--- config.mk ---
export PLATFORM = sky130hd
export DESIGN_NAME = alu2_arbiter
export DESIGN_NICKNAME = d
export VERILOG_FILES = /design/src/rtl/alu2_arbiter.sv
export SDC_FILE = /design/constraint.sdc
export NUM_CORES = 1
export LEC_CHECK = 0
export ABC_AREA = 1
export CAP_MARGIN = 30
export CORE_MARGIN = 5
export CORE_UTILIZATION = 42
export CTS_BUF_LIST = sky130_fd_sc_hd__clkbuf_16
export DETAILED_ROUTE_END_ITERATION = 10
export GPL_ROUTABILITY_DRIVEN = 0
export PLACE_DENSITY = 0.79
export SYNTH_ARGS = -nofsm -noshare
export SYNTH_HDL_FRONTEND = slang
export SYNTH_SLANG_ARGS = --single-unit
--- constraint.sdc ---
create_clock -name clk -period 2.4 [get_ports clk]
set_input_delay 0.48 -clock clk [delete_from_list [all_inputs] [get_ports clk]]
set_output_delay 0.48 -clock clk [all_outputs]
set_load 0.005 [all_outputs]
--- src/rtl/alu2_arbiter.sv ---
// alu2_arbiter: two requesters share one ALU through a round-robin arbiter.
// The single result register is drained by a valid/ready consumer.
//
// state | meaning
// ------+-------------------------------------------------------------
// EMPTY | result register holds nothing; rsp_valid = 0
// FULL  | result register holds an unconsumed result; rsp_valid = 1
module alu2_arbiter #(
    parameter int WIDTH = 4
) (
    input  logic             clk,
    input  logic             rst,
    input  logic             req0_valid,
    output logic             req0_ready,
    input  logic [WIDTH-1:0] req0_a,
    input  logic [WIDTH-1:0] req0_b,
    input  logic [1:0]       req0_c,
    input  logic             req1_valid,
    output logic             req1_ready,
    input  logic [WIDTH-1:0] req1_a,
    input  logic [WIDTH-1:0] req1_b,
    input  logic [1:0]       req1_c,
    output logic             rsp_valid,
    input  logic             rsp_ready,
    output logic [WIDTH-1:0] rsp_f,
    output logic             rsp_id
);

    typedef enum logic {EMPTY = 1'b0, FULL = 1'b1} state_t;

    state_t           state;
    logic             last_grant;
    logic             can_accept;
    logic             grant0;
    logic             grant1;
    logic             accept;
    logic [WIDTH-1:0] op_a;
    logic [WIDTH-1:0] op_b;
    logic [1:0]       op_c;
    logic [WIDTH-1:0] alu_f;

    assign rsp_valid = (state == FULL);

    // Readys are suppressed during reset so nothing presented then is taken.
    assign can_accept = (~rsp_valid | rsp_ready) & ~rst;

    // Round-robin grant: a tie goes to the requester that did not win last.
    always_comb begin
        grant0 = req0_valid & (~req1_valid | last_grant);
        grant1 = req1_valid & (~req0_valid | ~last_grant);
    end

    assign req0_ready = can_accept & grant0;
    assign req1_ready = can_accept & grant1;
    assign accept     = req0_ready | req1_ready;

    // Operand mux in front of the one shared ALU.
    always_comb begin
        op_a = grant1 ? req1_a : req0_a;
        op_b = grant1 ? req1_b : req0_b;
        op_c = grant1 ? req1_c : req0_c;
    end

    // Shared ALU; carries out of the top bit are dropped.
    always_comb begin
        alu_f = '0;
        case (op_c)
            2'b00:   alu_f = op_a + op_b;
            2'b01:   alu_f = op_a + op_b + WIDTH'(1);
            2'b10:   alu_f = op_a & op_b;
            default: alu_f = op_a ^ op_b;
        endcase
    end

    // Result register and state: a new acceptance overwrites in the same
    // cycle the old result is consumed, so back-to-back ops see no bubble.
    always_ff @(posedge clk) begin
        if (rst) begin
            state      <= EMPTY;
            rsp_f      <= '0;
            rsp_id     <= 1'b0;
            last_grant <= 1'b1;
        end else begin
            case (state)
                EMPTY: begin
                    if (accept) begin
                        state      <= FULL;
                        rsp_f      <= alu_f;
                        rsp_id     <= grant1;
                        last_grant <= grant1;
                    end
                end
                default: begin
                    if (accept) begin
                        rsp_f      <= alu_f;
                        rsp_id     <= grant1;
                        last_grant <= grant1;
                    end else if (rsp_ready) begin
                        state <= EMPTY;
                    end
                end
            endcase
        end
    end

endmodule

-- Word-level counts from Yosys, hierarchy flattened
Cells that the tools add are included.
- register bits: 7
- input bits: 25
- logic and storage cells: 33
- add/sub/neg operators: 2
- equality and inequality tests: 2
- mux-type cells: 8
- bitwise operators: 16
- reduce and logical (&&, ||, !) cells: 1
- operators with widths (kind ; number):
    $pmux W4 S3 ; 1
    $mux W4 ; 2
    $and A1 B1 Y1 ; 5
    $not A1 Y1 ; 5
    $add A4 B1 Y4 const B ; 1
    $add A4 B4 Y4 ; 1
    $and A4 B4 Y4 ; 1
    $mux W1 ; 4
    $or A1 B1 Y1 ; 4
    $xor A4 B4 Y4 ; 1
    $eq A2 B1 Y1 const B ; 1
    $eq A2 B2 Y1 const B ; 1
    $logic_not A2 Y1 ; 1
    $mux W2 ; 1

-- Longest topological paths before layout
Gate-level depths: netlist of run 1.
- depth after elaboration: 7
- depth in mapped cells: 16
- mapped depth without buffers: 15

-- Worst setup path after synthesis of run 1
OpenSTA, ideal clock, no wires.
- path type: input-to-reg
- start: input port req0_valid
- end: register rsp_f[3]
- setup time: 66 ps
- arrival: 2162 ps
- setup slack: 172 ps
- stages on the path: 14
- path buffers: 1
- path through: nand2_2 -> nand2_2 -> buf_6 -> nand2_1 -> nand2_1 -> ha_1 -> fa_1 -> xnor2_1 -> nor2_1 -> nand3_1 -> nand3_1 -> nand2_1 -> nand2_1 -> a21oi_2
- longest elaborated chain between the ends: 7
- elaborated cells between the ends (all ways): 18
- RTL lines (what ; RTL line ; text):
    from (decl) ; 13 ; input logic req0_valid,
    $not A1 Y1 ; 50 ; grant1 = req1_valid & (~req0_valid | ~last_grant);
    $or A1 B1 Y1 ; 50 ;
    $and A1 B1 Y1 ; 50 ;
    $mux W4 (on tied branches) ; 59, 60 ;
    $add A4 B4 Y4 ; 68, 69 ;
    $add A4 B1 Y4 ; 69 ; 2'b01: alu_f = op_a + op_b + WIDTH'(1);
    $pmux W4 S3 ; 67 ; case (op_c)
    to (signal assigned) ; 88 ; rsp_f <= alu_f;
    to (signal assigned) ; 95 ; rsp_f <= alu_f;
    to (decl) ; 25 ; output logic [WIDTH-1:0] rsp_f,
Several ways; a longest one is shown, not always the timed one.
A chain may end at the register's enable or synchronous reset.

-- Final worst setup path of run 1
- start: input port rsp_ready
- end: output port req0_ready
- longest elaborated chain between the ends: 3
- RTL lines (what ; RTL line ; text):
    from (decl) ; 24 ; input logic rsp_ready,
    $or A1 B1 Y1 ; 45 ; assign can_accept = (~rsp_valid | rsp_ready) & ~rst;
    $and A1 B1 Y1 ; 45 ;
    $and A1 B1 Y1 ; 53 ; assign req0_ready = can_accept & grant0;
    to (decl) ; 14 ; output logic req0_ready,
No other way between the ends.

==> key figures, run 1 <==
Synth
  – Proportion of synthesized chip area in sequential cells: 0.177
  – Proportion of synthesized flip-flops having asynchronous set or reset: 0
  – Number of warnings printed during yosys synthesis: 0
  – Number of distinct library cells after synthesis: 23
  – Synthesized area divided by synthesized cell count: 6.23 um2
  – Main flop type after synthesis: dfxtp_1
  – Total standard cell area after synthesis: 791 um2
  – Number of synthesized flops with an enable pin: 0
  – Seq cells post-synth: 7
  – Total nets after synthesis: 158
  – Syn Inst Count: 127

Route
  – Post-detailed-route count of antenna-violating nets: 0
  – Highest routed metal layer: met4
  – Mean number of vias per cell: 4.83
  – Total met3 wirelength after detailed routing: 137 um
  – DRC viols: 0
  – Via Count: 970
  – Iteration count of the initial detailed-routing pass: 4
  – Routed length per placed instance: 12.2 um
  – First-iteration detailed-routing DRC count: 17
  – Total wire length after detailed routing: 2460 um
  – Met1 WL: 972 um
  – Length of routed met2 wiring: 1330 um

Setup path
  – Launching instance or port of the critical path: rsp_ready
  – Crit path to: req0_ready
  – Highest fanout seen on the critical path: 2
  – CP required: 1920 ps
  – Worst Setup Start Kind: input port
  – End of the worst register-to-register path: rsp_f[1]
  – Worst-case register-to-register setup slack: 340 ps
  – Cell depth of the worst flop-to-flop path: 12
  – Critical R2R Launch: last_grant
  – Worst endpoint data arrival time: 1840 ps
  – Setup CP Type: in2out
  – Type of destination of the critical path: primary output

Flow run
  – Number of max-capacitance violations reported: 0

STA
  – Worst-case headroom to the max-slew limit: 0.840
  – Actual transition at the worst max-transition pin: 239 ps
  – Post-route minimum period: 2320 ps
  – Final worst path period share: 0.965
  – Count of final hold-check violations: 0
  – Setup violations, final: 0
  – Worst-case clock skew: 1.29 ps
  – Final count of pins violating max slew: 0
  – Unrepaired setup endpoints after global routing: no
  – Fin Setup TNS: 0 ps
  – Max frequency: 432 MHz

CTS
  – Sinks on the clock net: 7
  – H-Tree Level Count: 1
  – Clk root buf: clkbuf_16
  – Latest clock arrival within the worst-skew pair: 230 ps
  – Number of buffers inserted during clock tree synthesis: 3
  – TritonCTS clock tree: built
  – Clock Tree Buf Depth: 2
  – Clk slew on worst S/H paths: 40 ps
  – Cts hold-fix bufs: 0
  – Post-CTS Repair Setup Buffers: 0

Pwr
  – Clk pwr share: 0.375
  – Worst supply voltage drop on vdd: 0.570 mV
  – Part of the power in registers: 0.181
  – Comb pwr share: 0.444
  – Leakage: 0.669 nW
  – Power spent charging and discharging nets: 0.233 mW
  – Pwr dens: 554 mW/mm2
  – Switch share: 0.312
  – Power Internal: 0.515 mW

Die
  – Die Wd: 53.4 um
  – Initial cell density of the core: 0.448
  – DIE AREA: 0.00285 mm2
  – Area of the core region: 0.00176 mm2
  – I/O pin total: 33
  – Row count: 15
  – Die Height: 53.4 um

Cells and area
  – Finished Layout Cells: 201
  – Proportion of layout cells with a drive suffix above 1: 0.239
  – Diode count: 0
  – Layout Area Growth over Synthesis: 70.9%
  – Net total in the final layout: 208
  – Most common library cell in the layout ignoring fill and taps: nand2_1
  – Commonest non-fill, non-tap cells in the layout: 42 x nand2_1, 30 x clkdlybuf4s50_1, 15 x buf_4, 14 x inv_1, 13 x nand3_1

Hold path
  – Kind of path behind the tightest hold check: reg2reg

Global routing
  – Global-route wire length before repair: 3950 um
  – Largest net degree at the start of global routing: 10
  – Number of antenna violations at the first check in global routing: 0
  – Number of global-route vias before repair: 934
  – Sum of overflow across all layers after global routing: 0
  – Global-route total usage across every layer: 0.193

Placement
  – Hpwl dp: 2010 um
  – Cell Count Post-Placement: 197
  – PortBufs: 32

Run status
  – Run status: complete, no violations
[per-layer routing]
layer	up-vias	global-route usage
li1	504	-
met1	434	0.206
met2	27	0.361
met3	5	0.0563
met4	0	0.0511
met5	-	0
[worst min path at each step]
stage / cells after the start / end / slack, ps / start
after global placement: 2 / rsp_id / 450 / rsp_id
after global routing: 2 / rsp_id / 490 / rsp_id
after floorplan: 2 / rsp_id / 460 / rsp_id
final: 2 / rsp_id / 470 / rsp_id
after detailed placement: 2 / rsp_id / 470 / rsp_id
after CTS: 2 / rsp_id / 480 / rsp_id
[through the flow]
stage | area, um2 | total power, mW | hold WS (ps) | utilization | setup slack (ps)
finish | 1350 | 0.749 | 472 | 0.766 | 82.9
global route | 1350 | 0.797 | 487 | 0.766 | 0.630
CTS | 1320 | 0.741 | 476 | 0.750 | 34.3
detailed placement | 1240 | 0.455 | 474 | 0.702 | -384
global placement | 1240 | 0.443 | 450 | 0.702 | -287
floorplan | 791 | 0.314 | 463 | - | 172
[synthesized netlist by cell type (all sizes together), types with 2 or more instances]
cell / number / area (um2)
nand3b: 2 / 15.0
nand2: 51 / 239
ha: 5 / 62.6
a21oi: 10 / 61.3
nand3: 15 / 75.1
inv: 15 / 56.3
dfxtp: 7 / 140
nor2: 8 / 37.5
o21ai: 6 / 30.0
[sequential cells by signal, indices dropped and copies added, names as in the netlist]
register and count:
last_grant 1, rsp_id 1, rsp_valid 1, rsp_f 4
[cell families after synthesis]
logic type / Yosys count / synth area share
buf+inv: 18 / 0.0981
compound gates: 17 / 0.125
flops: 7 / 0.177
xor+xnor: 2 / 0.0222
fa+ha+maj: 6 / 0.104
simple gates: 77 / 0.473
[power groups by stage]
stage	Sequential, mW	Combinational (mW)	Clock, mW
2_1_floorplan	0.138	0.177	0
3_3_place_gp	0.137	0.307	0
3_5_place_dp	0.137	0.318	0
4_1_cts	0.135	0.322	0.284
5_1_grt	0.137	0.368	0.293
6_report	0.136	0.332	0.281
[timing repair]
| item | in CTS | in global routing |
|---|---|---|
| pin swaps | 4 | 2 |
| gates resized for setup | 4 | 9 |
| endpoints found under the setup margin | 4 | 2 |
[critical path, cell delays in order]
cell	delay, ps
clkdlybuf4s50_1	450
inv_1	50
a21oi_2	170
nand3_2	90
inv_1	80
clkdlybuf4s50_1	510
[cell type report]
| cell class | instances | area, um2 |
|---|---|---|
| Inverter | 16 | 61.3 |
| Clock buffer | 3 | 75.1 |
| Fill cell | 145 | 413 |
| Multi-Input combinational cell | 102 | 608 |
| Sequential cell | 7 | 140 |
| Timing Repair Buffer | 47 | 432 |
| Clock inverter | 1 | 3.75 |
| Tap cell | 25 | 31.3 |
Note: power is estimated with default switching activity, not from simulation.
==> run 2, diff against run 1 <==
- ABC_CLOCK_PERIOD_IN_PS: unset -> 2400
==> results of run 2 <==
Final layout, timing and power as in run 1 (identical DEF).
==> run 3, diff against run 2 <==
- ABC_CLOCK_PERIOD_IN_PS: 2400 -> 2000
- CORE_UTILIZATION: 42 -> 38
- CTS_CLUSTER_SIZE: unset -> 24
- PLACE_DENSITY: 0.79 -> 0.75
- TNS_END_PERCENT: unset -> 10
- clock period: 2.4 -> 2 ns (I/O delays scaled with it)
==> key figures, run 3 (synthesis gave the netlist of run 1 again) <==
Run status
  – Run status: complete, but fails checks
  – Failing checks: negative setup slack

Pwr
  – Pwr dens: 646 mW/mm2
  – Leakage: 0.768 nW
  – Power Total: 0.982 mW
  – Worst supply voltage drop on vdd: 0.525 mV

Die
  – Initial cell density of the core: 0.399
  – Row count: 16
  – DIE AREA: 0.00309 mm2
  – I/O pin total: 33
  – Die Wd: 55.6 um
  – Die Height: 55.6 um
  – Area of the core region: 0.00198 mm2

Route
  – Iteration count of the initial detailed-routing pass: 4
  – DRC viols: 0
  – Post-detailed-route count of antenna-violating nets: 0
  – First-iteration detailed-routing DRC count: 10
  – Routed length per placed instance: 13.6 um
  – Via Count: 1025
  – Total wire length after detailed routing: 2840 um
  – Mean number of vias per cell: 4.90

STA
  – Actual transition at the worst max-transition pin: 251 ps
  – Final worst path period share: 1.05
  – Worst-case headroom to the max-slew limit: 0.832
  – Count of final hold-check violations: 0
  – Worst-case clock skew: 3.06 ps
  – Post-route minimum period: 2100 ps
  – Final count of pins violating max slew: 0
  – Unrepaired setup endpoints after global routing: yes
  – Max frequency: 477 MHz
  – Fin worst setup slack: -96.2 ps
  – Setup violations, final: 3
  – Fin Setup TNS: -254 ps

CTS
  – Clk slew on worst S/H paths: 40 ps
  – Clock Tree Buf Depth: 2
  – Sinks on the clock net: 7
  – Latest clock arrival within the worst-skew pair: 230 ps
  – H-Tree Level Count: 1
  – Number of buffers inserted during clock tree synthesis: 3
  – Clk root buf: clkbuf_16
  – TritonCTS clock tree: built
  – Cts hold-fix bufs: 0

Flow run
  – Number of max-capacitance violations reported: 0

Cells and area
  – FILL cells: 125
  – Diode count: 0
  – Proportion of layout cells with a drive suffix above 1: 0.368
  – Layout Area Growth over Synthesis: 92.1%
  – Commonest non-fill, non-tap cells in the layout: 33 x nand2_1, 24 x clkdlybuf4s50_1, 21 x buf_4, 13 x inv_1, 12 x nand2_2
  – Largest register by flop count: rsp_f
  – Net total in the final layout: 214
  – Number of flip-flops under the largest register name: 4
  – Most common library cell in the layout ignoring fill and taps: nand2_1

Global routing
  – Number of antenna violations at the first check in global routing: 0
  – Largest net degree at the start of global routing: 10
  – Global-route total usage across every layer: 0.162
  – Sum of overflow across all layers after global routing: 0
  – Global-route wire length before repair: 3980 um
  – Number of global-route vias before repair: 884

Setup path
  – Setup CP Type: reg2reg
  – Highest fanout seen on the critical path: 5
  – Worst endpoint data arrival time: 2210 ps
  – CP required: 2120 ps
  – Worst-case register-to-register setup slack: -100 ps
  – Worst Setup Start Kind: flip-flop
  – Type of destination of the critical path: flip-flop

Placement
  – Hpwl dp: 1890 um
  – PortBufs: 32

Hold path
  – Kind of path behind the tightest hold check: reg2reg
[run 3: layout make-up]
class                      count  area (um2)  area share
clock buffer                   3        75.1      0.0494
clock inverter                 1        3.75     0.00247
inverter                      16        66.3      0.0437
multi-input combinational    102         721       0.474
sequential                     7         144      0.0947
tap                           27        33.8      0.0222
timing repair buffer          53         475       0.313
[run 3: worst max-delay path, stage by stage, from the launching register on]
cell,delay [ps]
dfxtp_4,360
nand2_8,70
nand2_8,80
inv_6,40
nand2_2,60
nand2_2,60
ha_4,170
fa_2,600
nand2_2,80
nor2_1,90
nand3_1,100
nand3_2,80
nand2_1,50
nand2_1,80
a21oi_2,50
[run 3: path summary, 6_finish.rpt]
path | from | end | depth (start not counted)
worst max-delay path | last_grant | rsp_f[3] | 14
worst min-delay path | rsp_id | rsp_id | 2
worst max register to register | last_grant | rsp_f[3] | 14
worst min register to register | rsp_id | rsp_id | 2
[run 3: repair_timing]
item | 4_1_cts | 5_1_grt
endpoints found under the setup margin | 5 | 4
gates cloned | 0 | 0
gates resized for setup | 12 | 32
setup buffers | 0 | 1
pin swaps | 6 | 22
[run 3: power by group]
part | internal, mW | switching (mW)
registers | 0.155 | 0.00912
logic | 0.242 | 0.237
clock network | 0.260 | 0.0784
[run 3: layer usage]
metal  up-vias  track usage  part of all wire
li1        518            -                 -
met1       467        0.185              0.41
met2        31        0.279              0.52
met3         9       0.0441             0.041
met4         0       0.0729             0.030
met5         -            0                 0
[run 3: metrics by stage]
stage          area (um2)  utilization  std cells  setup slack [ps]  hold WS [ps]
6_report             1520        0.766        209             -96.2           483
5_1_grt              1520        0.766        209              -212           519
4_1_cts              1400        0.704        208              -135           483
3_5_place_dp         1310        0.660        204              -801           476
3_3_place_gp         1310        0.660        204              -711           449
2_1_floorplan         821            -        127             -84.9           463
